### config.mk
export PLATFORM = sky130hd
export DESIGN_NAME = io_uart_tx_flat
export DESIGN_NICKNAME = d
export VERILOG_FILES = /design/src/rtl/io_uart_tx_pkg.sv /design/src/rtl/io_uart_tx_if.sv /design/src/rtl/io_uart_tx_sync_fifo.sv /design/src/rtl/io_uart_tx.sv /design/src/flat_wrapper.sv
export SDC_FILE = /design/constraint.sdc
export NUM_CORES = 1
export LEC_CHECK = 0
export ABC_AREA = 1
export BUFFER_PORTS_ARGS = -buffer_cell sky130_fd_sc_hd__buf_2
export CORE_MARGIN = 2
export CORE_UTILIZATION = 61
export CTS_CLUSTER_DIAMETER = 50
export DETAILED_ROUTE_END_ITERATION = 7
export PLACE_DENSITY = 0.81
export REMOVE_ABC_BUFFERS = 1
export SETUP_SLACK_MARGIN = 0.05
export SLEW_MARGIN = 15
export SYNTH_ARGS = -nofsm -noshare
export SYNTH_HDL_FRONTEND = slang
export SYNTH_HIERARCHICAL = 1
export SYNTH_SLANG_ARGS = --single-unit
### constraint.sdc
create_clock -name clk -period 4.4 [get_ports clk]
set_input_delay 0.22 -clock clk [delete_from_list [all_inputs] [get_ports clk]]
set_output_delay 0.22 -clock clk [all_outputs]
set_load 0.03 [all_outputs]
### src/rtl/io_uart_tx_pkg.sv
// Shared IO map constants and TX FSM types for the IO UART/LED responder.
// The same bit positions are used by the core-side software headers and the SOC.
package io_uart_tx_pkg;

  // One-hot word-select bits within IO_mem_addr[15:2]
  localparam int IO_LEDS_BIT      = 0;
  localparam int IO_UART_DAT_BIT  = 1;
  localparam int IO_UART_CNTL_BIT = 2;

  // Bit positions inside the UART status word
  localparam int UART_ACTIVE_BIT = 8;
  localparam int UART_FULL_BIT   = 9;
  localparam int UART_OVF_BIT    = 10;

  typedef enum logic [1:0] {
    TX_IDLE,
    TX_START,
    TX_DATA,
    TX_STOP
  } tx_state_e;

  function automatic int calcDiv(input int clkFreqHz, input int baud);
    return clkFreqHz / baud;
  endfunction

endpackage

### src/rtl/io_uart_tx_if.sv
// Core-side IO bus: the core drives address/data/strobe, the device returns read data.
interface io_uart_tx_if;

  logic [31:0] IO_mem_addr;
  logic [31:0] IO_mem_wdata;
  logic        IO_mem_wr;
  logic [31:0] IO_mem_rdata;

  modport master (
    output IO_mem_addr,
    output IO_mem_wdata,
    output IO_mem_wr,
    input  IO_mem_rdata
  );

  modport slave (
    input  IO_mem_addr,
    input  IO_mem_wdata,
    input  IO_mem_wr,
    output IO_mem_rdata
  );

endinterface

### src/rtl/io_uart_tx_sync_fifo.sv
// Synchronous FIFO with occupancy count; a push while full succeeds only
// when a pop happens in the same cycle.
module sync_fifo #(
  parameter int WIDTH = 8,
  parameter int DEPTH = 16,
  localparam int AW = $clog2(DEPTH),
  localparam int CW = AW + 1
) (
  input  logic             clk,
  input  logic             reset,
  input  logic             push,
  input  logic             pop,
  input  logic [WIDTH-1:0] din,
  output logic [WIDTH-1:0] dout,
  output logic             full,
  output logic             empty,
  output logic [CW-1:0]    count
);

  logic [WIDTH-1:0] r_mem [DEPTH];
  logic [AW-1:0]    r_wrPtr;
  logic [AW-1:0]    r_rdPtr;
  logic [CW-1:0]    r_count;
  logic             w_doPush;
  logic             w_doPop;

  assign full     = (r_count == CW'(DEPTH));
  assign empty    = (r_count == '0);
  assign count    = r_count;
  assign dout     = r_mem[r_rdPtr];
  assign w_doPop  = pop && !empty;
  assign w_doPush = push && (!full || w_doPop);

  // Storage is left unreset so it can map onto plain RAM
  always_ff @(posedge clk) begin
    if (w_doPush) begin
      r_mem[r_wrPtr] <= din;
    end
  end

  always_ff @(posedge clk) begin
    if (reset) begin
      r_wrPtr <= '0;
      r_rdPtr <= '0;
      r_count <= '0;
    end else begin
      if (w_doPush) begin
        r_wrPtr <= r_wrPtr + 1'b1;
      end
      if (w_doPop) begin
        r_rdPtr <= r_rdPtr + 1'b1;
      end
      if (w_doPush && !w_doPop) begin
        r_count <= r_count + 1'b1;
      end else if (w_doPop && !w_doPush) begin
        r_count <= r_count - 1'b1;
      end
    end
  end

endmodule

### src/rtl/io_uart_tx.sv
// IO-bus responder with an LED register and a FIFO-backed 8N1 UART transmitter.
// Reads are combinational from the address so the core samples them in the same cycle.
module io_uart_tx
  import io_uart_tx_pkg::*;
#(
  parameter int CLK_FREQ_HZ = 27000000,
  parameter int BAUD        = 115200,
  parameter int FIFO_DEPTH  = 16
) (
  input  logic             clk,
  input  logic             reset,
  io_uart_tx_if.slave      bus,
  output logic [5:0]       LEDS,
  output logic             uart_txd
);

  localparam int DIV = calcDiv(CLK_FREQ_HZ, BAUD);
  localparam int BW  = $clog2(DIV);
  localparam int CW  = $clog2(FIFO_DEPTH) + 1;

  logic [13:0]   w_sel;
  logic          w_wrLeds;
  logic          w_wrDat;
  logic          w_wrCntl;
  logic          w_pop;
  logic          w_full;
  logic          w_empty;
  logic [7:0]    w_fifoDout;
  logic [CW-1:0] w_count;
  logic          w_txActive;
  logic          w_bcntDone;
  logic          w_unused;

  logic          r_ovf;
  tx_state_e     r_state;
  logic [BW-1:0] r_bcnt;
  logic [2:0]    r_bitIdx;
  logic [7:0]    r_shift;

  tx_state_e     w_nextState;
  logic [BW-1:0] w_nextBcnt;
  logic [2:0]    w_nextBit;
  logic [7:0]    w_nextShift;
  logic          w_nextTxd;

  assign w_sel    = bus.IO_mem_addr[15:2];
  assign w_wrLeds = bus.IO_mem_wr && w_sel[IO_LEDS_BIT];
  assign w_wrDat  = bus.IO_mem_wr && w_sel[IO_UART_DAT_BIT];
  assign w_wrCntl = bus.IO_mem_wr && w_sel[IO_UART_CNTL_BIT];
  assign w_unused = &{1'b0, bus.IO_mem_addr[31:16], bus.IO_mem_addr[1:0],
                      w_sel[13:3], bus.IO_mem_wdata[31:8]};

  sync_fifo #(
    .WIDTH (8),
    .DEPTH (FIFO_DEPTH)
  ) u_fifo (
    .clk   (clk),
    .reset (reset),
    .push  (w_wrDat),
    .pop   (w_pop),
    .din   (bus.IO_mem_wdata[7:0]),
    .dout  (w_fifoDout),
    .full  (w_full),
    .empty (w_empty),
    .count (w_count)
  );

  always_ff @(posedge clk) begin
    if (reset) begin
      LEDS <= '0;
    end else if (w_wrLeds) begin
      LEDS <= bus.IO_mem_wdata[5:0];
    end
  end

  // A drop in the same store that also clears the flag still reports overflow
  always_ff @(posedge clk) begin
    if (reset) begin
      r_ovf <= 1'b0;
    end else if (w_wrDat && w_full && !w_pop) begin
      r_ovf <= 1'b1;
    end else if (w_wrCntl) begin
      r_ovf <= 1'b0;
    end
  end

  assign w_txActive = !w_empty || (r_state != TX_IDLE);

  always_comb begin
    bus.IO_mem_rdata = '0;
    if (w_sel[IO_LEDS_BIT]) begin
      bus.IO_mem_rdata = bus.IO_mem_rdata | {26'b0, LEDS};
    end
    if (w_sel[IO_UART_DAT_BIT]) begin
      bus.IO_mem_rdata[UART_OVF_BIT]    = bus.IO_mem_rdata[UART_OVF_BIT] | r_ovf;
      bus.IO_mem_rdata[UART_FULL_BIT]   = bus.IO_mem_rdata[UART_FULL_BIT] | w_full;
      bus.IO_mem_rdata[UART_ACTIVE_BIT] = bus.IO_mem_rdata[UART_ACTIVE_BIT] | w_txActive;
    end
    if (w_sel[IO_UART_CNTL_BIT]) begin
      bus.IO_mem_rdata = bus.IO_mem_rdata | 32'(w_count);
    end
  end

  always_ff @(posedge clk) begin
    if (reset) begin
      r_state  <= TX_IDLE;
      r_bcnt   <= '0;
      r_bitIdx <= '0;
      r_shift  <= '0;
      uart_txd <= 1'b1;
    end else begin
      r_state  <= w_nextState;
      r_bcnt   <= w_nextBcnt;
      r_bitIdx <= w_nextBit;
      r_shift  <= w_nextShift;
      uart_txd <= w_nextTxd;
    end
  end

  assign w_bcntDone = (r_bcnt == BW'(DIV - 1));

  // STOP chains straight into START when another byte is queued, so frames abut
  always_comb begin
    w_nextState = r_state;
    w_nextBcnt  = r_bcnt;
    w_nextBit   = r_bitIdx;
    w_nextShift = r_shift;
    w_nextTxd   = uart_txd;
    w_pop       = 1'b0;
    case (r_state)
      TX_IDLE: begin
        w_nextTxd = 1'b1;
        if (!w_empty) begin
          w_pop       = 1'b1;
          w_nextShift = w_fifoDout;
          w_nextState = TX_START;
          w_nextTxd   = 1'b0;
          w_nextBcnt  = '0;
        end
      end
      TX_START: begin
        if (w_bcntDone) begin
          w_nextState = TX_DATA;
          w_nextTxd   = r_shift[0];
          w_nextBcnt  = '0;
          w_nextBit   = '0;
        end else begin
          w_nextBcnt = r_bcnt + 1'b1;
        end
      end
      TX_DATA: begin
        if (w_bcntDone) begin
          w_nextBcnt = '0;
          if (r_bitIdx == 3'd7) begin
            w_nextState = TX_STOP;
            w_nextTxd   = 1'b1;
            w_nextBit   = '0;
          end else begin
            w_nextBit   = r_bitIdx + 1'b1;
            w_nextShift = {1'b0, r_shift[7:1]};
            w_nextTxd   = r_shift[1];
          end
        end else begin
          w_nextBcnt = r_bcnt + 1'b1;
        end
      end
      TX_STOP: begin
        if (w_bcntDone) begin
          w_nextBcnt = '0;
          if (!w_empty) begin
            w_pop       = 1'b1;
            w_nextShift = w_fifoDout;
            w_nextState = TX_START;
            w_nextTxd   = 1'b0;
          end else begin
            w_nextState = TX_IDLE;
            w_nextTxd   = 1'b1;
          end
        end else begin
          w_nextBcnt = r_bcnt + 1'b1;
        end
      end
      default: begin
        w_nextState = TX_IDLE;
        w_nextTxd   = 1'b1;
      end
    endcase
  end

endmodule

### src/flat_wrapper.sv
// flat-port wrapper written by rule: the top's interface ports become plain ports
module io_uart_tx_flat import io_uart_tx_pkg::*;
#(
  parameter int CLK_FREQ_HZ = 27000000,
  parameter int BAUD        = 115200,
  parameter int FIFO_DEPTH  = 16
)
  (clk, reset, LEDS, uart_txd, bus_IO_mem_addr, bus_IO_mem_wdata, bus_IO_mem_wr, bus_IO_mem_rdata);
  io_uart_tx_if bus_i ();
  input  logic clk;
  input  logic reset;
  output logic [5:0] LEDS;
  output logic uart_txd;
  input wire logic [$bits(bus_i.IO_mem_addr)-1:0] bus_IO_mem_addr;
  input wire logic [$bits(bus_i.IO_mem_wdata)-1:0] bus_IO_mem_wdata;
  input wire logic [$bits(bus_i.IO_mem_wr)-1:0] bus_IO_mem_wr;
  output wire logic [$bits(bus_i.IO_mem_rdata)-1:0] bus_IO_mem_rdata;
  assign bus_i.IO_mem_addr = bus_IO_mem_addr;
  assign bus_i.IO_mem_wdata = bus_IO_mem_wdata;
  assign bus_i.IO_mem_wr = bus_IO_mem_wr;
  assign bus_IO_mem_rdata = bus_i.IO_mem_rdata;
  io_uart_tx #(.CLK_FREQ_HZ(CLK_FREQ_HZ), .BAUD(BAUD), .FIFO_DEPTH(FIFO_DEPTH)) u_core (.clk(clk), .reset(reset), .bus(bus_i), .LEDS(LEDS), .uart_txd(uart_txd));
endmodule
==> results by group <==
Floorplanning
  • Die Area: 0.0142 mm^2
  • Initial Util: 61.6%
  • Core area: 0.0131 mm^2
  • Die Wd: 119 um
  • Core Rows: 42
  • Die Y: 119 um
  • Top Ports: 106

Cells and area
  • Area Growth Syn to Fin: 9.76%
  • Most frequent cells in the layout: 214 x nand2_1, 128 x edfxtp_1, 98 x nor2_1
  • Fillers: 971
  • N_diodes: 0
  • Most common cell after layout, fill and taps aside: nand2_1
  • Layout Nets: 967
  • Layout cells sized above 1: 10.4%

Critical path
  • CP Class: register to register
  • Crit path capture type: register
  • Critical path launch point type: register
  • WP data arrival: 3840 ps
  • R2R setup slack: 920 ps
  • CP max FO: 19
  • Worst EP required: 4760 ps

Clock tree
  • Setup bufs post-CTS: 0
  • Worst skew pair latency: 430 ps
  • H-tree depth: 4
  • Root Buffer Master: clkbuf_16
  • Post-cts resize count: 0
  • CTS buffer count: 17
  • Clk slew on worst S/H paths: 60 ps
  • TritonCTS clock tree: yes
  • Max Buffers Root-to-Sink: 2
  • Clk sinks: 174
  • Number of hold buffers added after cts: 0

Power and ir drop
  • Reg power frac: 39.0%
  • Switch Pwr: 1.89 mW
  • Sw Share: 36.6%
  • PwrDens: 584 mW/mm^2
  • LEAKAGE: 3.63 nW
  • Power share of the clock group: 28.8%
  • Total power: 5.17 mW
  • P_int: 3.28 mW
  • Worst vdd ir: 0.000323 V
  • Comb pwr share: 32.2%

Timing
  • RSZ-0062 raised after global routing: false
  • Slew headroom: 33.8%
  • Setup violators final: 0
  • Slew @ Worst Pin: 991 ps
  • Setup total negative slack: 0 ps
  • Fmax: 0.287 GHz
  • Final hold vios: 0
  • Hold slack: 106 ps
  • Setup Skew: 6.69 ps
  • Final worst-path cycle share: 79.1%
  • Max-slew violation count: 0
  • Minimum clock period: 3480 ps

GRT
  • Total gr overflow: 0
  • First-pass GRT wire length: 27000 um
  • Initial antenna violation count: 0
  • Gr usage total: 24.9%
  • Pin count of the biggest net entering global routing: 55
  • Vias in the first global route: 5355

Yosys
  • Post-synth top flop: edfxtp_1
  • Seq/Total Area, Yosys: 59.1%
  • Cell area after synthesis: 0.00807 mm^2
  • Netlist cell types: 37
  • Most area-hungry cell type in the Yosys netlist: edfxtp_1
  • Top post-synthesis cells by area: edfxtp_1 48%, dfxtp_1 11%, nand2_1 10%
  • Asr flop ratio synth: 0%
  • EDFF count, synth: 128
  • Gate Count Post-Synth: 851
  • Synth Register Bits: 174
  • Share of the synthesized area in the top cell type: 47.7%
  • Warnings from Yosys: 6
  • Average size of a mapped cell: 9.48 um^2

Drt
  • Remaining DRCs: 0
  • Drt total wl: 16800 um
  • Avg WL per Cell: 15.7 um
  • Post-route ant nets: 0
  • DRT iter0 DRCs: 575
  • Vias: 5803
  • Drt pass-1 iters: 5
  • Vias/cell: 5.42

Placement
  • Post-DP HPWL: 10300 um
  • # port buffers: 29
  • Routability Congestion: 0.831

Run
  • Max cap viols: 0

Run status
  • Status: finished, final reports clean

Min path
  • Worst Hold Class: input pin to register
sequential cells by signal (all words and copies together), names as in the netlist, named ones only:
register	cells
u_core/LEDS	6
u_core/r_bcnt	8
u_core/r_bitIdx	3
u_core/r_ovf	1
u_core/r_shift	8
u_core/r_state	2
u_core/u_fifo/count	5
u_core/u_fifo/r_mem	128
u_core/u_fifo/r_rdPtr	4
u_core/u_fifo/r_wrPtr	4
u_core/uart_txd	1
kinds of logic (layout without fill, tap and decap cells):
family | Yosys count | after routing | share of synthesized area [%]
other | 1 | 23 | 0.0465
xor gates and xnor gates | 4 | 4 | 0.434
and+or+nand+nor | 431 | 431 | 22.3
muxes | 6 | 6 | 0.745
DFF | 174 | 174 | 59.1
buffers and inverters | 130 | 151 | 8.19
AOI/OAI and AO/OA | 86 | 86 | 6.21
adders and majority gates | 19 | 19 | 3.04
final timing paths:
| path | from | end | cells past startpoint |
|---|---|---|---|
| worst max register to register | u_core/r_state[0]$_SDFFE_PP0P_ | u_core/u_fifo/count[4]$_SDFFE_PP0P_ | 19 |
| worst max-delay path | u_core/r_state[0]$_SDFFE_PP0P_ | u_core/u_fifo/count[4]$_SDFFE_PP0P_ | 19 |
| worst min-delay path | bus_IO_mem_wr | u_core/r_ovf$_SDFFE_PP0P_ | 4 |
| worst min register to register | u_core/r_ovf$_SDFFE_PP0P_ | u_core/r_ovf$_SDFFE_PP0P_ | 2 |
synth_stat cells, types with 4 or more instances:
library cell and n:
nand2_1 214, buf_2 12, buf_6 6, dfxtp_1 46
inv_1 69, o21ai_1 12, mux2i_1 6, a21oi_1 29
nor3_1 16, nor2_1 98, edfxtp_1 128, ha_1 18
nand3_1 87, clkbuf_1 11, a22o_1 5, buf_4 27
o211ai_1 10, o21ai_0 25, nand4_1 4
cell type report:
cell class / count / area (um^2) / share of cell area [%]
flip-flops and latches: 174 / 4770 / 53.8
multi-input cells: 569 / 2720 / 30.8
clock inverters: 12 / 119 / 1.34
inverters: 73 / 274 / 3.10
repair buffers: 46 / 273 / 3.08
well taps: 176 / 220 / 2.49
clock buffers: 20 / 478 / 5.40
worst max-delay path, cell delays in order (launching register included):
cell	delay, ps
dfxtp_1	400
inv_1	120
ha_1	460
or2_1	250
a21oi_1	60
nand2_1	90
inv_1	60
inv_1	60
nand4_2	180
nand2_2	310
inv_1	140
ha_1	230
inv_1	160
ha_1	270
or2_2	310
nand2_1	70
nand2_1	40
nand2_1	50
nand2_1	50
a21oi_1	110
per-layer routing:
metal	GRT usage (%)	routed length, um	part of all wire, %	vias to the layer above
li1	-	-	-	2848
met5	0	0	0	-
met3	4.26	1180	7.0	33
met4	12.7	544	3.2	0
met2	39.7	8010	48	223
met1	33.0	7080	42	2699
per-stage QoR:
step	std cells	worst slack, ps	instance area [um^2]	util (%)
6_report	1070	921	8850	67.7
5_1_grt	1070	500	8850	67.7
4_1_cts	1070	955	8850	67.7
3_5_place_dp	1038	979	8260	63.1
3_3_place_gp	1038	995	8260	63.1
2_1_floorplan	816	1310	7760	-
power by group through the flow:
stage	clock network, mW	logic (mW)	registers (mW)
2_1_floorplan	0	1.21	2.04
3_5_place_dp	0	1.63	2.05
3_3_place_gp	0	1.59	2.05
4_1_cts	1.51	1.65	2.02
5_1_grt	1.58	1.89	2.04
6_report	1.49	1.67	2.02
Note: power is estimated with default switching activity, not from simulation.
